--- src/rtl/reg_mem_pkg.sv ---
// Shared types and the test-pattern function for the reg_mem BIST initiator.
// Used by reg_mem_bist (optional macro BIST_INV_PASS_EN) and bist_cmp_pipe.
package reg_mem_pkg;

    typedef enum logic [2:0] {
        IDLE,
        WRITE,
        READ,
        DRAIN,
        DONE
    } bist_state_t;

    localparam int PAT_W = 32;

    // The caller truncates to its word width; truncation gives the mod 2**DATA_WIDTH wrap.
    function automatic logic [PAT_W-1:0] pattern(
        input logic [PAT_W-1:0] seed,
        input logic [PAT_W-1:0] addr,
        input logic             inv
    );
        logic [PAT_W-1:0] p;
        p = seed + addr;
        return inv ? ~p : p;
    endfunction

endpackage

--- src/rtl/bist_cmp_pipe.sv ---
// Read-compare pipe: delays {valid, addr, expected} by RD_LAT cycles so each entry
// lines up with reg_mem data_out, then flags a mismatch for that address.
module bist_cmp_pipe
    import reg_mem_pkg::*;
#(
    parameter int DATA_WIDTH = 8,
    parameter int ADDR_BITS  = 5,
    parameter int RD_LAT     = 1
) (
    input  logic                  clk,
    input  logic                  rst,
    input  logic                  in_valid,
    input  logic [ADDR_BITS-1:0]  in_addr,
    input  logic [DATA_WIDTH-1:0] in_exp,
    input  logic [DATA_WIDTH-1:0] rdata,
    output logic                  mismatch,
    output logic [ADDR_BITS-1:0]  mismatch_addr
);

    logic                  out_valid;
    logic [ADDR_BITS-1:0]  out_addr;
    logic [DATA_WIDTH-1:0] out_exp;

    generate
        if (RD_LAT == 0) begin : g_comb
            always_comb begin
                out_valid = in_valid;
                out_addr  = in_addr;
                out_exp   = in_exp;
            end
        end else begin : g_pipe
            logic [RD_LAT-1:0]     vld_q, vld_d;
            logic [ADDR_BITS-1:0]  addr_q [RD_LAT];
            logic [ADDR_BITS-1:0]  addr_d [RD_LAT];
            logic [DATA_WIDTH-1:0] exp_q  [RD_LAT];
            logic [DATA_WIDTH-1:0] exp_d  [RD_LAT];

            // NOTE: every always_comb output is assigned on every path, so no latch is inferred.
            always_comb begin
                vld_d[0]  = in_valid;
                addr_d[0] = in_addr;
                exp_d[0]  = in_exp;
                for (int i = 1; i < RD_LAT; i++) begin
                    vld_d[i]  = vld_q[i-1];
                    addr_d[i] = addr_q[i-1];
                    exp_d[i]  = exp_q[i-1];
                end
            end

            // NOTE: non-blocking assignments keep every flop sampling pre-edge values.
            // NOTE: only the valid bits need reset; payload stages are ignored while invalid.
            always_ff @(posedge clk) begin
                if (rst) begin
                    vld_q <= '0;
                end else begin
                    vld_q <= vld_d;
                end
                addr_q <= addr_d;
                exp_q  <= exp_d;
            end

            assign out_valid = vld_q[RD_LAT-1];
            assign out_addr  = addr_q[RD_LAT-1];
            assign out_exp   = exp_q[RD_LAT-1];
        end
    endgenerate

    always_comb begin
        mismatch      = out_valid && (rdata != out_exp);
        mismatch_addr = out_addr;
    end

endmodule

--- src/rtl/reg_mem_bist.sv ---
// Write/read-back BIST initiator for reg_mem. Define BIST_INV_PASS_EN to add a second
// pass using the complemented pattern; errors accumulate across both passes.
module reg_mem_bist
    import reg_mem_pkg::*;
#(
    parameter int DATA_WIDTH = 8,
    parameter int ADDR_BITS  = 5,
    parameter int RD_LAT     = 1
) (
    input  logic                  clk,
    input  logic                  rst,
    input  logic                  start,
    input  logic [DATA_WIDTH-1:0] seed,
    output logic                  busy,
    output logic                  done,
    output logic                  pass,
    output logic [ADDR_BITS+1:0]  err_count,
    output logic [ADDR_BITS-1:0]  first_err_addr,
    output logic [ADDR_BITS-1:0]  mem_addr,
    output logic [DATA_WIDTH-1:0] mem_wdata,
    output logic                  mem_wen,
    input  logic [DATA_WIDTH-1:0] mem_rdata
);

    localparam logic [ADDR_BITS-1:0] ADDR_LAST  = '1;
    localparam logic [1:0]           DRAIN_LAST = 2'(RD_LAT - 1);

    function automatic logic [DATA_WIDTH-1:0] pat(
        input logic [ADDR_BITS-1:0]  a,
        input logic [DATA_WIDTH-1:0] s,
        input logic                  inv
    );
        return DATA_WIDTH'(pattern(PAT_W'(s), PAT_W'(a), inv));
    endfunction

    bist_state_t           state_q, state_d;
    logic [ADDR_BITS-1:0]  addr_q, addr_d;
    logic                  wen_q, wen_d;
    logic [DATA_WIDTH-1:0] wdata_q, wdata_d;
    logic [DATA_WIDTH-1:0] seed_q, seed_d;
    logic [ADDR_BITS+1:0]  err_count_q, err_count_d;
    logic [ADDR_BITS-1:0]  first_err_q, first_err_d;
    logic                  pass_q, pass_d;
    logic [1:0]            drain_cnt_q, drain_cnt_d;

    logic                  inv_cur;
    logic                  rd_push;
    logic                  pass_end;
    logic [DATA_WIDTH-1:0] rd_exp;
    logic                  mismatch;
    logic [ADDR_BITS-1:0]  mismatch_addr;

`ifdef BIST_INV_PASS_EN
    logic inv_q, inv_d;
    assign inv_cur = inv_q;
`else
    assign inv_cur = 1'b0;
`endif

    assign rd_exp = pat(addr_q, seed_q, inv_cur);

    bist_cmp_pipe #(
        .DATA_WIDTH (DATA_WIDTH),
        .ADDR_BITS  (ADDR_BITS),
        .RD_LAT     (RD_LAT)
    ) u_cmp_pipe (
        .clk           (clk),
        .rst           (rst),
        .in_valid      (rd_push),
        .in_addr       (addr_q),
        .in_exp        (rd_exp),
        .rdata         (mem_rdata),
        .mismatch      (mismatch),
        .mismatch_addr (mismatch_addr)
    );

    always_comb begin
        state_d     = state_q;
        addr_d      = addr_q;
        wen_d       = wen_q;
        wdata_d     = wdata_q;
        seed_d      = seed_q;
        err_count_d = err_count_q;
        first_err_d = first_err_q;
        pass_d      = pass_q;
        drain_cnt_d = drain_cnt_q;
`ifdef BIST_INV_PASS_EN
        inv_d       = inv_q;
`endif
        rd_push     = 1'b0;
        pass_end    = 1'b0;

        case (state_q)
            IDLE: begin
                if (start) begin
                    seed_d      = seed;
                    err_count_d = '0;
                    first_err_d = '0;
                    pass_d      = 1'b0;
                    state_d     = WRITE;
                    addr_d      = '0;
                    wen_d       = 1'b1;
                    wdata_d     = pat('0, seed, 1'b0);
`ifdef BIST_INV_PASS_EN
                    inv_d       = 1'b0;
`endif
                end
            end
            WRITE: begin
                if (addr_q == ADDR_LAST) begin
                    state_d = READ;
                    addr_d  = '0;
                    wen_d   = 1'b0;
                end else begin
                    addr_d  = addr_q + 1'b1;
                    wdata_d = pat(addr_q + 1'b1, seed_q, inv_cur);
                end
            end
            READ: begin
                rd_push = 1'b1;
                if (addr_q == ADDR_LAST) begin
                    addr_d = '0;
                    if (RD_LAT == 0) begin
                        pass_end = 1'b1;
                    end else begin
                        state_d     = DRAIN;
                        drain_cnt_d = '0;
                    end
                end else begin
                    addr_d = addr_q + 1'b1;
                end
            end
            DRAIN: begin
                if (drain_cnt_q == DRAIN_LAST) begin
                    pass_end = 1'b1;
                end else begin
                    drain_cnt_d = drain_cnt_q + 1'b1;
                end
            end
            DONE: begin
                state_d = IDLE;
            end
            default: begin
                state_d = IDLE;
            end
        endcase

        // The pipe is empty by the end of a pass, so a second pass can start immediately.
        if (pass_end) begin
`ifdef BIST_INV_PASS_EN
            if (!inv_q) begin
                inv_d   = 1'b1;
                state_d = WRITE;
                addr_d  = '0;
                wen_d   = 1'b1;
                wdata_d = pat('0, seed_q, 1'b1);
            end else begin
                state_d = DONE;
            end
`else
            state_d = DONE;
`endif
        end

        if (mismatch) begin
            if (err_count_q == '0) begin
                first_err_d = mismatch_addr;
            end
            if (err_count_q != '1) begin
                err_count_d = err_count_q + 1'b1;
            end
        end

        // The last compare can land on the same edge that enters DONE.
        if ((state_d == DONE) && (state_q != DONE)) begin
            pass_d = (err_count_d == '0);
        end
    end

    always_ff @(posedge clk) begin
        if (rst) begin
            state_q     <= IDLE;
            addr_q      <= '0;
            wen_q       <= 1'b0;
            wdata_q     <= '0;
            seed_q      <= '0;
            err_count_q <= '0;
            first_err_q <= '0;
            pass_q      <= 1'b0;
            drain_cnt_q <= '0;
`ifdef BIST_INV_PASS_EN
            inv_q       <= 1'b0;
`endif
        end else begin
            state_q     <= state_d;
            addr_q      <= addr_d;
            wen_q       <= wen_d;
            wdata_q     <= wdata_d;
            seed_q      <= seed_d;
            err_count_q <= err_count_d;
            first_err_q <= first_err_d;
            pass_q      <= pass_d;
            drain_cnt_q <= drain_cnt_d;
`ifdef BIST_INV_PASS_EN
            inv_q       <= inv_d;
`endif
        end
    end

    assign busy           = (state_q != IDLE);
    assign done           = (state_q == DONE);
    assign pass           = pass_q;
    assign err_count      = err_count_q;
    assign first_err_addr = first_err_q;
    assign mem_addr       = addr_q;
    assign mem_wdata      = wdata_q;
    assign mem_wen        = wen_q;

endmodule

--- config.mk ---
export PLATFORM = sky130hd
export DESIGN_NAME = reg_mem_bist
export DESIGN_NICKNAME = d
export VERILOG_FILES = /design/src/rtl/reg_mem_pkg.sv /design/src/rtl/bist_cmp_pipe.sv /design/src/rtl/reg_mem_bist.sv
export SDC_FILE = /design/constraint.sdc
export NUM_CORES = 1
export LEC_CHECK = 0
export ABC_CLOCK_PERIOD_IN_PS = 3000
export CAP_MARGIN = 30
export CELL_PAD_IN_SITES_DETAIL_PLACEMENT = 0
export CELL_PAD_IN_SITES_GLOBAL_PLACEMENT = 1
export CORE_MARGIN = 2
export CORE_UTILIZATION = 39
export DETAILED_ROUTE_END_ITERATION = 8
export HOLD_SLACK_MARGIN = 0.03
export PLACE_DENSITY_LB_ADDON = 0.05
export SLEW_MARGIN = 20
export SYNTH_ARGS = -nofsm -noshare
export SYNTH_HDL_FRONTEND = slang
export SYNTH_SLANG_ARGS = --single-unit
--- constraint.sdc ---
create_clock -name clk -period 3 [get_ports clk]
set_input_delay 0.6 -clock clk [delete_from_list [all_inputs] [get_ports clk]]
set_output_delay 0.6 -clock clk [all_outputs]
set_load 0.01 [all_outputs]
==> key figures, run 1 <==
Run
  – Maximum Capacitance Violations: 0

Power
  – Pleak: 1.36 nW
  – Switching Share: 0.252
  – Cell area power density: 419 nW/um^2
  – Clock share of power: 0.324
  – Int Power: 1.10 mW
  – Flop pwr share: 0.528
  – Comb power frac: 0.149
  – Worst VDD drop: 0.233 mV
  – P_sw: 0.371 mW

Min path
  – Worst hold stages: 0
  – Worst hold start: mem_addr[4]$_SDFFE_PP0P_
  – Hold EP: u_cmp_pipe.mismatch_addr[4]$_DFF_P_
  – Worst Hold Class: flop to flop

STA
  – Final Cycle Share: 0.806
  – Final Hold Viols: 0
  – Slew margin rel.: 0.659
  – Setup violators final: 0
  – RSZ-0062 raised after global routing: no
  – Min cycle time layout: 2420 ps
  – Worst-margin pin slew: 510 ps
  – Max Slew Vio Count: 0
  – Maximum clock frequency: 0.413 GHz
  – Worst hold slack: 446 ps
  – Final TNS setup: 0 ps
  – Clock skew: 7.90 ps

Critical path
  – Worst Path Max Fanout: 8
  – Top cell by count, worst path: ha_1
  – Buffers & Inverters on Critical Path: 0
  – Worst setup SP type: flop
  – Worst path max stage delay: 500 ps
  – R2R Path End: mem_wdata[7]$_SDFFE_PP0P_
  – CP Data Arrival Time: 2620 ps
  – R2r setup slk: 580 ps
  – Reg-to-Reg Start: mem_addr[0]$_SDFFE_PP0P_
  – Critical path class: flop to flop
  – WP data required: 3200 ps
  – Reg2reg path depth: 9
  – CP Cell Sequence: ha_1 -> and3_1 -> ha_1 -> ha_1 -> nor2_1 -> nor2_1 -> nand3_1 -> nor3b_1 -> o41ai_1
  – Worst setup EP type: flop
  – Critical path's top delay family: adder cells
  – Critical path's slowest cell: dfxtp_1

Clock network
  – Max H-tree Level: 2
  – Post-CTS setup buffers: 0
  – Num CTS Buffers: 5
  – Resized Gates After CTS: 0
  – Root buf cell: clkbuf_8
  – Maximum clock path buffer count: 2
  – Clock sink total: 54
  – Later-pin clock latency in the skew report: 300 ps
  – Clock-pin transition on the worst setup and hold timing paths: 100 ps
  – Cts hold-fix bufs: 0
  – CTS tree: built

Floorplanning
  – Die area: 7990 um^2
  – Core area: 7140 um^2
  – Die width: 89.4 um
  – Row count: 31
  – Die Height: 89.4 um
  – Initial Util: 0.398
  – I/O pin count: 48

Global route
  – All-Layer GR Usage: 0.183
  – Gr ovfl total: 0
  – Initial antenna violation count: 0
  – First-pass GRT wire length: 11400 um
  – Largest net degree at the start of global routing: 37
  – Vias in the first global route: 2301

Synthesis
  – Synth area leaders: dfxtp_1, a21oi_1, ha_1, xnor2_1, nand2_1
  – Synth cell types: 59
  – Top_reg_cell synth: dfxtp_1
  – Top-count cell post-synth: dfxtp_1
  – Top cells by count, synth: dfxtp_1, a21oi_1, nand2_1, nor2_1
  – Sequential-to-total area share from yosys stat: 0.380
  – Share of the synthesized area in the top cell type: 0.380
  – Post-synth EDFFs: 0
  – Syn Nets: 372
  – Cells after Synth: 336
  – Avg Cell Area, Syn: 8.46 um^2
  – Yosys warning count: 0
  – Cell taking the most area after synthesis: dfxtp_1
  – Fraction of registers with async set/reset: 0
  – Cell area after synthesis: 2840 um^2
  – FF+latch count, synth: 54

Cells and area
  – Area Growth Syn to Fin: 23.9%
  – Ant diodes: 0
  – Final nets: 417
  – Layout Cells excl Fill: 481
  – Fill cells: 751
  – Core Util, Final: 0.494
  – Fraction of final layout cells sized beyond drive strength 1: 0.0733

Status
  – Outcome: completed

Place
  – Placer Congestion: 0.860
  – Placed cells: 473
  – IO buf count: 47
  – Detail Placement HPWL: 5120 um

Drt
  – Pre-antenna DRT Iters: 4
  – Via density: 5.13
  – DRT antenna net count: 0
  – Via Count: 2467
  – DRC errors left: 0
  – Drt initial violations: 82
  – Wirelength per Cell: 14.4 um
  – Final wirelength: 6910 um
-- per-layer routing --
metal	vias up	wire (um)	track usage
met3	4	330	0.0360
met2	58	2980	0.277
met4	0	47	0.0299
li1	1274	-	-
met1	1131	3550	0.273
met5	-	0	0
-- worst max-delay path by stage --
stage	startpoint	to	slack, ps	cells after the start
finish	mem_addr[0]$_SDFFE_PP0P_	mem_wdata[7]$_SDFFE_PP0P_	580	9
CTS	mem_addr[0]$_SDFFE_PP0P_	mem_wdata[7]$_SDFFE_PP0P_	560	9
global placement	mem_rdata[3]	pass$_SDFFE_PP0P_	500	7
global route	mem_addr[0]$_SDFFE_PP0P_	mem_wdata[6]$_SDFFE_PP0P_	310	9
detailed placement	mem_rdata[3]	pass$_SDFFE_PP0P_	440	7
floorplan	mem_addr[0]$_SDFFE_PP0P_	mem_wdata[6]$_SDFFE_PP0P_	820	8
-- power groups by stage --
stage                     registers, mW  logic (mW)  clock network [mW]
after floorplan                   0.793       0.124                   0
after global placement            0.795       0.219                   0
after detailed placement          0.795       0.220                   0
after CTS                         0.778       0.222               0.493
after global routing              0.784       0.245               0.531
final                             0.778       0.219               0.478
-- registers in the layout, summed over array words and instances, names as in the netlist --
signal / cells
first_err_addr: 5
mem_wdata: 8
u_cmp_pipe.mismatch_addr: 5
mem_addr: 5
err_count: 7
pass: 1
u_cmp_pipe.g_pipe.exp_q: 8
mem_wen: 1
seed_q: 8
state_q: 3
drain_cnt_q: 2
u_cmp_pipe.g_pipe.vld_q: 1
-- cells in the final DEF, fill, tap and decap left out, types with 2 or more instances in the layout --
cell type        count
nor2b_1              4
clkinv_2             2
and3_1               2
o21ai_0              6
inv_1               16
nand2_1             34
o41ai_1              2
nand3b_1             4
a311oi_1             4
a31oi_1              2
nor3_1               7
fa_1                 2
buf_4                8
xnor2_1             16
nand3_1             16
nor3b_1              4
clkdlybuf4s50_1     47
ha_1                15
nor4b_1              2
a211oi_1             2
xor2_1               4
nand4_1              9
a21oi_1             40
o21bai_1             4
clkbuf_8             5
mux2i_1              2
a22oi_1              2
dfxtp_1             54
nand2b_1             2
or3_1                3
a21o_1               3
nor2_1              32
-- cells by family (layout without fill, tap and decap cells) --
family / count (synthesis) / count (layout) / share of synthesized area
buffers and inverters: 33 / 79 / 0.0502
multiplexers: 3 / 3 / 0.0110
XOR/XNOR: 20 / 20 / 0.0616
AND/OR/NAND/NOR: 129 / 129 / 0.236
AO/OA/AOI/OAI: 80 / 80 / 0.181
flip-flops: 54 / 54 / 0.380
adder cells (fa/ha/maj): 17 / 17 / 0.0801
-- layout make-up --
class | count | area, um^2 | area share
Sequential cell | 54 | 1080 | 0.307
Timing Repair Buffer | 55 | 531 | 0.151
Multi-Input combinational cell | 249 | 1620 | 0.460
Inverter | 16 | 60.1 | 0.0170
Clock buffer | 5 | 68.8 | 0.0195
Tap cell | 99 | 124 | 0.0351
Clock inverter | 3 | 40.0 | 0.0114
-- per-stage QoR --
step | worst slack (ps) | power (mW) | instance area [um^2]
floorplan | 819 | 0.917 | 2840
global placement | 505 | 1.01 | 3420
detailed placement | 438 | 1.01 | 3420
CTS | 558 | 1.49 | 3520
global route | 314 | 1.56 | 3520
finish | 581 | 1.48 | 3520
Power figures use the tool's default switching activity.
==> run 2: changes to the inputs <==
Settings changed: ABC_CLOCK_PERIOD_IN_PS 3000 to 2300.
Clock period 3 ns to 2.3 ns, I/O delays scaled along.
==> run 2 against run 1 <==
  * Clock skew grew 0.68 ps
  * Combinational power is 46% higher
  * Global-route usage is 0.56 points higher
==> key figures, run 2 (synthesis gave the netlist of run 1 again) <==
Power
  – Cell area power density: 500 nW/um^2 (+20%)
  – Comb power frac: 0.169 (+0.020)
  – Worst VDD drop: 0.244 mV (+4.8%)
  – Switching Share: 0.266 (+0.0145)
  – Clock share of power: 0.295 (-0.029)
  – Int Power: 1.39 mW (+25%)
  – Flop pwr share: 0.536 (+0.008)
  – P_sw: 0.502 mW (+35%)
  – Pleak: 1.50 nW (+10%)

Global route
  – All-Layer GR Usage: 0.188 (+0.00561)
  – Initial antenna violation count: 0 (unchanged)
  – First-pass GRT wire length: 11700 um (+2.9%)
  – Largest net degree at the start of global routing: 40 (+8.1%)
  – Vias in the first global route: 2386 (+3.7%)
  – Gr ovfl total: 0 (unchanged)

Critical path
  – Worst setup EP type: flop
  – CP Data Arrival Time: 2350 ps (-270 ps)
  – Worst Path Max Fanout: 6 (-2)
  – Worst setup SP type: flop
  – Critical path class: flop to flop
  – WP data required: 2490 ps (-710 ps)
  – Worst path max stage delay: 380 ps (-120 ps)
  – Critical path's slowest cell: dfxtp_4
  – CP Cell Sequence: ha_4 -> and3_1 -> ha_1 -> ha_4 -> nor2_1 -> nor2_1 -> a21oi_1 -> nor3b_1 -> o41ai_1

STA
  – Max Slew Vio Count: 0 (unchanged)
  – Clock skew: 8.58 ps (+0.677 ps)
  – Setup violators final: 0 (unchanged)
  – Maximum clock frequency: 0.463 GHz (+12%)
  – Final Hold Viols: 0 (unchanged)
  – Worst-margin pin slew: 537 ps (+27.0 ps)
  – Slew margin rel.: 0.641 (-0.0181)
  – Setup ws final: 140 ps (-441 ps)
  – RSZ-0062 raised after global routing: yes
  – Worst hold slack: 455 ps (+8.32 ps)
  – Final Cycle Share: 0.939 (+0.133)
  – Min cycle time layout: 2160 ps (-259 ps)

Floorplanning
  – Core area: 7140 um^2 (unchanged)
  – Die width: 89.4 um (unchanged)
  – Row count: 31 (unchanged)
  – I/O pin count: 48 (unchanged)
  – Initial Util: 0.398 (unchanged)
  – Die Height: 89.4 um (unchanged)
  – Die area: 7990 um^2 (unchanged)

Clock network
  – Clock-pin transition on the worst setup and hold timing paths: 90 ps (about the same)
  – CTS tree: built
  – Clock sink total: 54 (unchanged)
  – Max H-tree Level: 2 (unchanged)
  – Maximum clock path buffer count: 2 (unchanged)
  – Later-pin clock latency in the skew report: 310 ps (about the same)
  – Root buf cell: clkbuf_8
  – Num CTS Buffers: 5 (unchanged)

Drt
  – DRC errors left: 0 (unchanged)
  – Via Count: 2593 (+5.1%)
  – Via density: 5.11 (-0.28%)
  – Final wirelength: 7100 um (+2.7%)
  – Met2 WL: 3160 um (+5.9%)
  – Wirelength per Cell: 14.0 um (-2.6%)
  – DRT antenna net count: 0 (unchanged)
  – Met3 wire length: 245 um (-26%)
  – Highest metal used: met4
  – Pre-antenna DRT Iters: 4 (unchanged)
  – Routed length on met1: 3640 um (+2.5%)
  – Drt initial violations: 153 (+87%)

Cells and area
  – Commonest cells after routing, fill and taps aside: dfxtp_1, clkdlybuf4s50_1, a21oi_1
  – Ant diodes: 0 (unchanged)
  – Area Growth Syn to Fin: 32.7%
  – Final nets: 443 (+6.2%)
  – Fraction of final layout cells sized beyond drive strength 1: 0.154 (+0.0811)
  – Most common cell after layout, fill and taps aside: dfxtp_1
  – Core Util, Final: 0.529 (+0.0349)

Min path
  – Worst Hold Class: flop to flop

Place
  – Detail Placement HPWL: 5380 um (+5.2%)
  – IO buf count: 47 (unchanged)
  – Setup Slack @ Placement: -63.4 ps (-501 ps)
  – Placer Congestion: 0.941 (+9.3%)

Status
  – Outcome: completed

Run
  – Maximum Capacitance Violations: 0 (unchanged)
## run 2: path summary, 6_finish.rpt
| kind | start | to | slack, ps | cells past startpoint |
|---|---|---|---|---|
| hold reg to reg | u_cmp_pipe.mismatch_addr[2]$_DFF_P_ | first_err_addr[2]$_SDFF_PP0_ | 450 | 2 |
| hold / removal | u_cmp_pipe.mismatch_addr[2]$_DFF_P_ | first_err_addr[2]$_SDFF_PP0_ | 450 | 2 |
| setup / recovery | mem_addr[0]$_SDFFE_PP0P_ | mem_wdata[7]$_SDFFE_PP0P_ | 140 | 9 |
| setup reg to reg | mem_addr[0]$_SDFFE_PP0P_ | mem_wdata[7]$_SDFFE_PP0P_ | 140 | 9 |
## run 2: what timing repair did
item	CTS	global route
gates resized for setup	1	10
setup buffers	0	1
setup endpoints to repair	2	5
hold buffers	0	0
pin swaps	0	5
## run 2: area by class of cell
cell class	instances	area, um^2
Clock buffer	7	86.3
Fill cell	722	3360
Inverter	16	60.1
Multi-Input combinational cell	249	1670
Tap cell	99	124
Sequential cell	54	1090
Clock inverter	1	5.00
Timing Repair Buffer	81	738
## run 2: metal layers
metal  vias to the layer above  track usage
met1                      1210        0.277
met4                         0       0.0407
met3                         4       0.0314
met2                        55        0.290
li1                       1324            -
met5                         -            0
## run 2: critical path, delay by kind of cell, from the launching register on
kind	cells	cell delay, ps
adders and majority gates	3	800
and+or+nand+nor	4	680
DFF	1	380
AOI/OAI and AO/OA	2	190
## run 2: stage by stage
stage / power (mW) / setup TNS, ps / cell area (um^2) / std cells
2_1_floorplan: 1.20 / 0 / 2840 / 336
3_3_place_gp: 1.34 / 0 / 3620 / 498
3_5_place_dp: 1.34 / -63.4 / 3620 / 498
4_1_cts: 1.90 / 0 / 3710 / 506
5_1_grt: 1.98 / -3.55 / 3770 / 507
6_report: 1.89 / 0 / 3770 / 507
## run 2: power groups by stage
stage	clock (mW)	sequential, mW	combinational (mW)
floorplan	0	1.03	0.162
global placement	0	1.03	0.313
detailed placement	0	1.03	0.312
CTS	0.572	1.01	0.315
global route	0.615	1.02	0.351
finish	0.558	1.01	0.319
